<file path="src/rtl/get_length_seq.sv">
// Multi-cycle bit-position unit: scans the latched operand CHUNK bits per cycle
// and reports bit-length, leading zeros, trailing zeros or population count.
// Modes 00/01 scan MSB-first, modes 10/11 scan LSB-first; the scan stops at the
// first chunk that decides the answer (popcount always visits every chunk).
module get_length_seq #(
    parameter int WIDTH = 64,
    parameter int CHUNK = 8,
    parameter int LEN_W = $clog2(WIDTH + 1)
) (
    input  logic             clk,
    input  logic             rstn,
    input  logic             md_start,
    input  logic [1:0]       mode,
    input  logic [WIDTH-1:0] num_in,
    output logic [LEN_W-1:0] len_out,
    output logic             zero_out,
    output logic             busy,
    output logic             md_end
);

    localparam int NCH   = WIDTH / CHUNK;
    localparam int PTR_W = (NCH > 1) ? $clog2(NCH) : 1;
    localparam int IDX_W = (CHUNK > 1) ? $clog2(CHUNK) : 1;

    typedef enum logic {
        IDLE = 1'b0,
        SCAN = 1'b1
    } state_t;

    state_t             state_q,   state_d;
    logic [WIDTH-1:0]   operand_q, operand_d;
    logic [1:0]         mode_q,    mode_d;
    logic [PTR_W-1:0]   ptr_q,     ptr_d;
    logic [LEN_W-1:0]   acc_q,     acc_d;
    logic [LEN_W-1:0]   len_q,     len_d;
    logic               zero_q,    zero_d;
    logic               busy_q,    busy_d;
    logic               mdEnd_q,   mdEnd_d;

    logic [CHUNK-1:0]   curChunk;
    logic [IDX_W-1:0]   hiIdx;
    logic [IDX_W-1:0]   loIdx;
    logic [LEN_W-1:0]   chunkPop;
    logic [LEN_W-1:0]   hiPos;
    logic [LEN_W-1:0]   loPos;
    logic [LEN_W-1:0]   popTotal;
    logic               chunkNz;
    logic               lastChunk;
    logic               scanDone;
    logic [LEN_W-1:0]   scanResult;
    logic               scanZero;

    // Decode the chunk under the pointer: highest/lowest set bit and its popcount.
    always_comb begin
        curChunk = operand_q[ptr_q*CHUNK +: CHUNK];
        hiIdx    = '0;
        loIdx    = '0;
        chunkPop = '0;
        for (int i = 0; i < CHUNK; i++) begin
            if (curChunk[i]) begin
                hiIdx    = IDX_W'(i);
                chunkPop = chunkPop + LEN_W'(1);
            end
        end
        for (int i = CHUNK - 1; i >= 0; i--) begin
            if (curChunk[i]) begin
                loIdx = IDX_W'(i);
            end
        end
        chunkNz   = |curChunk;
        hiPos     = LEN_W'(ptr_q) * LEN_W'(CHUNK) + LEN_W'(hiIdx);
        loPos     = LEN_W'(ptr_q) * LEN_W'(CHUNK) + LEN_W'(loIdx);
        popTotal  = acc_q + chunkPop;
        lastChunk = mode_q[1] ? (ptr_q == PTR_W'(NCH - 1)) : (ptr_q == '0);
    end

    // Decide whether this scan cycle finishes the request and what it reports.
    always_comb begin
        scanDone   = 1'b0;
        scanResult = '0;
        scanZero   = 1'b0;
        case (mode_q)
            2'b00, 2'b01: begin
                if (chunkNz) begin
                    scanDone   = 1'b1;
                    scanResult = mode_q[0] ? (LEN_W'(WIDTH - 1) - hiPos) : (hiPos + LEN_W'(1));
                end else if (lastChunk) begin
                    scanDone   = 1'b1;
                    scanResult = mode_q[0] ? LEN_W'(WIDTH) : '0;
                    scanZero   = 1'b1;
                end
            end
            2'b10: begin
                if (chunkNz) begin
                    scanDone   = 1'b1;
                    scanResult = loPos;
                end else if (lastChunk) begin
                    scanDone   = 1'b1;
                    scanResult = LEN_W'(WIDTH);
                    scanZero   = 1'b1;
                end
            end
            default: begin
                if (lastChunk) begin
                    scanDone   = 1'b1;
                    scanResult = popTotal;
                    scanZero   = (popTotal == '0);
                end
            end
        endcase
    end

    // Next-state logic: accept requests in IDLE, walk the chunks in SCAN.
    always_comb begin
        state_d   = state_q;
        operand_d = operand_q;
        mode_d    = mode_q;
        ptr_d     = ptr_q;
        acc_d     = acc_q;
        len_d     = len_q;
        zero_d    = zero_q;
        busy_d    = busy_q;
        mdEnd_d   = 1'b0;
        case (state_q)
            IDLE: begin
                if (md_start) begin
                    operand_d = num_in;
                    mode_d    = mode;
                    ptr_d     = mode[1] ? '0 : PTR_W'(NCH - 1);
                    acc_d     = '0;
                    busy_d    = 1'b1;
                    state_d   = SCAN;
                end
            end
            SCAN: begin
                acc_d = popTotal;
                if (scanDone) begin
                    len_d   = scanResult;
                    zero_d  = scanZero;
                    mdEnd_d = 1'b1;
                    busy_d  = 1'b0;
                    state_d = IDLE;
                end else begin
                    ptr_d = mode_q[1] ? (ptr_q + PTR_W'(1)) : (ptr_q - PTR_W'(1));
                end
            end
            default: begin
                state_d = IDLE;
            end
        endcase
    end

    // State register with synchronous active-low reset that also aborts a scan.
    always_ff @(posedge clk) begin
        if (!rstn) begin
            state_q   <= IDLE;
            operand_q <= '0;
            mode_q    <= '0;
            ptr_q     <= '0;
            acc_q     <= '0;
            len_q     <= '0;
            zero_q    <= 1'b0;
            busy_q    <= 1'b0;
            mdEnd_q   <= 1'b0;
        end else begin
            state_q   <= state_d;
            operand_q <= operand_d;
            mode_q    <= mode_d;
            ptr_q     <= ptr_d;
            acc_q     <= acc_d;
            len_q     <= len_d;
            zero_q    <= zero_d;
            busy_q    <= busy_d;
            mdEnd_q   <= mdEnd_d;
        end
    end

    assign len_out  = len_q;
    assign zero_out = zero_q;
    assign busy     = busy_q;
    assign md_end   = mdEnd_q;

endmodule

</file>
<file path="config.mk">
export PLATFORM = sky130hd
export DESIGN_NAME = get_length_seq
export DESIGN_NICKNAME = d
export VERILOG_FILES = /design/src/rtl/get_length_seq.sv
export SDC_FILE = /design/constraint.sdc
export NUM_CORES = 1
export LEC_CHECK = 0
export BUFFER_PORTS_ARGS = -buffer_cell sky130_fd_sc_hd__buf_2
export CORE_MARGIN = 2
export CORE_UTILIZATION = 30
export DETAILED_ROUTE_END_ITERATION = 10
export HOLD_SLACK_MARGIN = 0.03
export PLACE_DENSITY_LB_ADDON = 0.3
export SETUP_SLACK_MARGIN = 0.05
export SLEW_MARGIN = 10
export SYNTH_ARGS = -nofsm -noshare
export SYNTH_HDL_FRONTEND = slang
export SYNTH_SLANG_ARGS = --single-unit
</file>
<file path="constraint.sdc">
create_clock -name clk -period 7.5 [get_ports clk]
set_input_delay 0.375 -clock clk [delete_from_list [all_inputs] [get_ports clk]]
set_output_delay 0.375 -clock clk [all_outputs]
set_load 0.03 [all_outputs]
</file>
Word-level counts from Yosys, hierarchy flattened

Index checks and enable logic that the tools add are counted.

Flip-flop bits (word level): 87
Bits of input ports: 69
Output and inout bits: 10
Logic and storage cells: 94

Add/subtract/negate cells: 14
Eq/ne operators: 6
Shift-type cells: 1
Multiplexer cells: 52
Bitwise operators: 1
Reductions and logical operators: 11

Operators with widths:

| kind                  | count |
|---|---|
| $mux W7               | 15 |
| $shiftx A64 B7 Y8     | 1 |
| $add A7 B1 Y7 const B | 8 |
| $mux W3               | 18 |
| $pmux W7 S2           | 2 |
| $add A6 B3 Y7         | 2 |
| $mux W1               | 14 |
| $reduce_and A2 Y1     | 5 |
| $reduce_or A8 Y1      | 1 |
| $add A7 B7 Y7         | 1 |
| $logic_not A7 Y1      | 1 |
| $sub A6 B7 Y7 const A | 1 |
| $pmux W3 S2           | 1 |
| $ne A2 B2 Y1 const B  | 2 |
| $pmux W1 S2           | 2 |
| $add A3 B1 Y3 const B | 1 |
| $eq A3 B3 Y1 const B  | 1 |
| $logic_not A3 Y1      | 1 |
| $reduce_or A3 Y1      | 1 |
| $sub A3 B1 Y3 const B | 1 |
| $eq A2 B1 Y1 const B  | 1 |
| $eq A2 B2 Y1 const B  | 1 |
| $logic_not A2 Y1      | 1 |
| $ne A2 B1 Y1 const B  | 1 |
| 2 further kinds       | 2 |

Logic depth before layout (Yosys ltp)

Depth in word-level cells: 20
Gate-level depth with buffers: 31
Depth with buffers taken out: 28

Least setup slack after synthesis

Ideal clock, no wire load.

Path type: register to register
Start: register ptr_q[0]
End: register zero_q, in the netlist zero_out
Setup time: 76 ps
Data arrival time: 6334 ps
Data required time: 7424 ps
Path slack: 1091 ps
Stages on the path, launching flop included: 29
Path buffers: 3
Period minus slack after synthesis: 6409 ps
Cell sequence: dfxtp_1 -> buf_6 -> buf_2 -> clkbuf_1 -> mux4_2 -> mux2i_1 -> ha_1 -> xnor2_4 -> ha_1 -> o21ai_0 -> o21bai_1 -> nand2_1 -> ha_1 -> nor2b_1 -> a21oi_1 -> ha_1 -> mux2_2 -> ha_1 -> mux2_2 -> inv_1 -> fa_1 -> nor2b_1 -> o21ai_0 -> a21boi_0 -> o21a_1 -> or3_1 -> a211oi_1 -> o21ai_0 -> a21boi_0

Word-level cells in the longest chain between the ends: 20
Elaborated cells on any way between the ends: 29
Those cells by class: 8 x add/sub; 1 x eq/ne; 1 x shift; 15 x mux; 4 x reduce/logical

RTL lines:

| what                   | RTL line | RTL |
|---|---|---|
| start, declared        | 33       | `logic [PTR_W-1:0] ptr_q, ptr_d;` |
| start signal, assigned | 169      | `ptr_q <= ptr_d;` |
| $shiftx A64 B7 Y8      | 55       | `curChunk = operand_q[ptr_q*CHUNK +: CHUNK];` |
| $mux W1                | 60       | `if (curChunk[i]) begin` |
| $add A7 B1 Y7          | 62       | `chunkPop = chunkPop + LEN_W'(1);` |
| $mux W7                | 60       |  |
| $add A7 B1 Y7          | 62       |  |
| $mux W7                | 60       |  |
| $add A7 B1 Y7          | 62       |  |
| $mux W7                | 60       |  |
| (+4 left out)          | n/a      |  |
| $add A7 B1 Y7          | 62       |  |
| $mux W7                | 60       |  |
| $add A7 B1 Y7          | 62       |  |
| $mux W7                | 60       |  |
| $add A7 B7 Y7          | 73       | `popTotal = acc_q + chunkPop;` |
| $logic_not A7 Y1       | 107      | `scanZero = (popTotal == '0);` |
| $mux W1                | 104      | `if (lastChunk) begin` |
| $mux W1                | n/a      |  |
| end signal, assigned   | 172      | `zero_q <= zero_d;` |
| end, declared          | 36       | `logic zero_q, zero_d;` |

Parallel ways exist; a longest one is shown, timed or not.
A chain may end at the register's enable or synchronous reset.

Worst setup path after layout

Same ends and word-level chain as after synthesis.

==> impl_metrics.toml <==
[pwr]
combPwrFrac = 0.334
clock_power_share = 0.303
p_int_mw = 0.945
powerDensity_mw_per_mm2 = 244
switching_share = 0.357
total_power_mw = 1.47
power_switching_mw = 0.525
p_leak_nw = 2.42
peakVddDrop_mv = 0.0974
p_seq_frac = 0.364

[die]
die_area_mm2 = 0.0183
dieWidth_um = 135
dieHeight_um = 135
coreArea_mm2 = 0.0171
start_util = 0.303
rows = 48
io_pins = 79

[clock_network]
cts-resized-gates = 0
h-tree-depth = 3
ctsHoldBuffers = 0
clock_latency_ps = 350
clockRootBuffer = "clkbuf_16"
cts_tree = "yes"
cts_buffer_depth = 2
post_cts_buffers = 0
cts_buffers = 9
clkTransAtPathRegs_ps = 70
clock-sinks = 87

[outcome]
status = "complete, no violations"

[critical_path]
crit_required_ps = 7770
endpoint_kind = "flop"
critPathKind = "reg -> reg"
rr_worst_depth = 25
cp_max_fo = 9
startpoint_type = "flop"
cp_data_arrival_time_ps = 6850

[sta]
setup-violations-final = 0
fin_crit_ps = 6570
tightest_slew_ps = 845
max_freq_ghz = 0.152
setup_slack_ps = 929
rsz0062_at_grt = "no"
layout_worst_path_cycle_share = 0.876
final.setup_skew_ps = 8.53
drv_slew = 0
relSlewSlack = 0.421
fin_hold_ws_ps = 274
hold_viol_final = 0
fin_setup_tns_ps = 0

[place]
gp_congestion = 0.798
portBuffers = 78
dpl.cell_count = 880
dp_hpwl_um = 9770
dpl_worst_slack_ps = 980
placed_area_mm2 = 0.00572

[worst_hold_path]
hold_path.class = "in -> reg"
whs_path_depth = 3

[final_layout]
layout_common_cells = "nand2_1, dfxtp_1, buf_2"
areaGrowthSynthToFinish_pct = 16.2
design_area_mm2 = 0.00602
final_common_cell = "nand2_1"
instances_no_fill = 896
final_nets = 753
layout-drive-gt1-share = 0.204
diodes = 0
final_core_util = 0.352
fill_cells = 1810

[synthesis]
ys.flop_type = "dfxtp_1"
syn_nets = 698
netlist_area_mm2 = 0.00518
syn_avg_cell_area_um2 = 8.48
ys_ff_latch = 87
synth_edf_count = 0
yosys_warnings = 0
synthCells = 611
synth_seq_area_share = 0.336
synth_cell_types = 62
async_reset_ff_frac = 0

[global_routing]
grt_use_total = 0.151
gr-total-overflow = 0
grt_max_degree = 88
first_global_vias = 4184
antenna_found_initial = 0
grt_pass1_wl_um = 21800

[routing]
vias_per_cell = 4.85
first_pass_iters = 4
vias = 4348
drc = 0
drtIter0Drc = 308
routed_wl_um = 13400
wl_per_cell_um = 15.0
ant_nets = 0

[job]
maxCapViolations = 0
[routing by layer]
metal | routed length, um | up-vias | GRT usage
li1 | - | 2225 | -
met2 | 6220 | 83 | 0.246
met3 | 417 | 12 | 0.0202
met5 | 0 | - | 0
met4 | 244 | 0 | 0.0486
met1 | 6540 | 2028 | 0.207
[synthesized netlist by cell type, types with 5 or more instances]
cell	count	area, um^2
mux2i_1	16	160
nor3_1	5	25.0
a21boi_0	71	533
xnor2_1	12	105
mux4_2	14	315
o21a_1	6	45.0
nand2b_1	5	31.3
clkbuf_1	26	97.6
o21ai_0	19	95.1
nor2_1	25	93.8
nand3_1	15	75.1
nor2b_1	10	62.6
dfxtp_1	87	1740
buf_1	5	18.8
xor2_1	6	52.6
ha_1	16	200
buf_2	5	25.0
inv_1	11	41.3
nand2_1	153	574
a21oi_1	22	110
mux2_2	7	78.8
nor3b_1	6	45.0
[path summary, 6_finish.rpt]
kind / slack [ps] / start / endpoint
worst max-delay path: 930 / ptr_q[0] / zero_out
worst min-delay path: 270 / num_in[37] / operand_q[37]
worst max register to register: 930 / ptr_q[0] / zero_out
worst min register to register: 470 / operand_q[41] / operand_q[41]
[power by group through the flow]
| stage | registers (mW) | logic, mW | clock network, mW |
|---|---|---|---|
| after floorplan | 0.542 | 0.375 | 0 |
| after global placement | 0.545 | 0.486 | 0 |
| after CTS | 0.535 | 0.492 | 0.455 |
| final | 0.535 | 0.490 | 0.445 |
| after global routing | 0.540 | 0.548 | 0.472 |
| after detailed placement | 0.545 | 0.489 | 0 |
[registers in the layout, indices dropped and copies added, names as in the netlist]
register / cells
operand_q: 64
acc_q: 7
len_out: 7
ptr_q: 3
mode_q: 2
busy: 1
md_end: 1
state_q: 1
zero_out: 1
[worst max-delay path, stage by stage (launching register included)]
cell,delay [ps]
dfxtp_1,650
mux4_2,570
mux2i_1,380
ha_1,420
xnor2_4,310
ha_1,300
o21ai_0,150
o21bai_1,160
nand2_1,90
ha_1,280
nor2b_1,40
a21oi_1,230
ha_1,270
mux2_2,290
ha_1,290
mux2_2,270
inv_1,80
fa_1,210
nor2b_1,50
o21ai_0,190
a21boi_0,180
o21a_1,210
or3_1,350
a211oi_1,280
o21ai_0,110
a21boi_0,150
[logic make-up after synthesis]
family,after synthesis,share of synthesized area
muxes,38,0.111
AOI/OAI and AO/OA,151,0.203
xor gates and xnor gates,23,0.0498
buffers and inverters,54,0.0469
adders and majority gates,18,0.0464
and+or+nand+nor,239,0.206
DFF,87,0.336
other,1,0.000724
[layout make-up]
class | instances | area [um^2] | share of cell area
sequential | 87 | 1740 | 0.289
multi-input combinational | 470 | 3210 | 0.533
clock buffer | 9 | 225 | 0.0374
clock inverter | 7 | 71.3 | 0.0119
timing repair buffer | 85 | 443 | 0.0736
tap | 225 | 282 | 0.0468
inverter | 13 | 48.8 | 0.00811
Note: power is estimated with default switching activity, not from simulation.
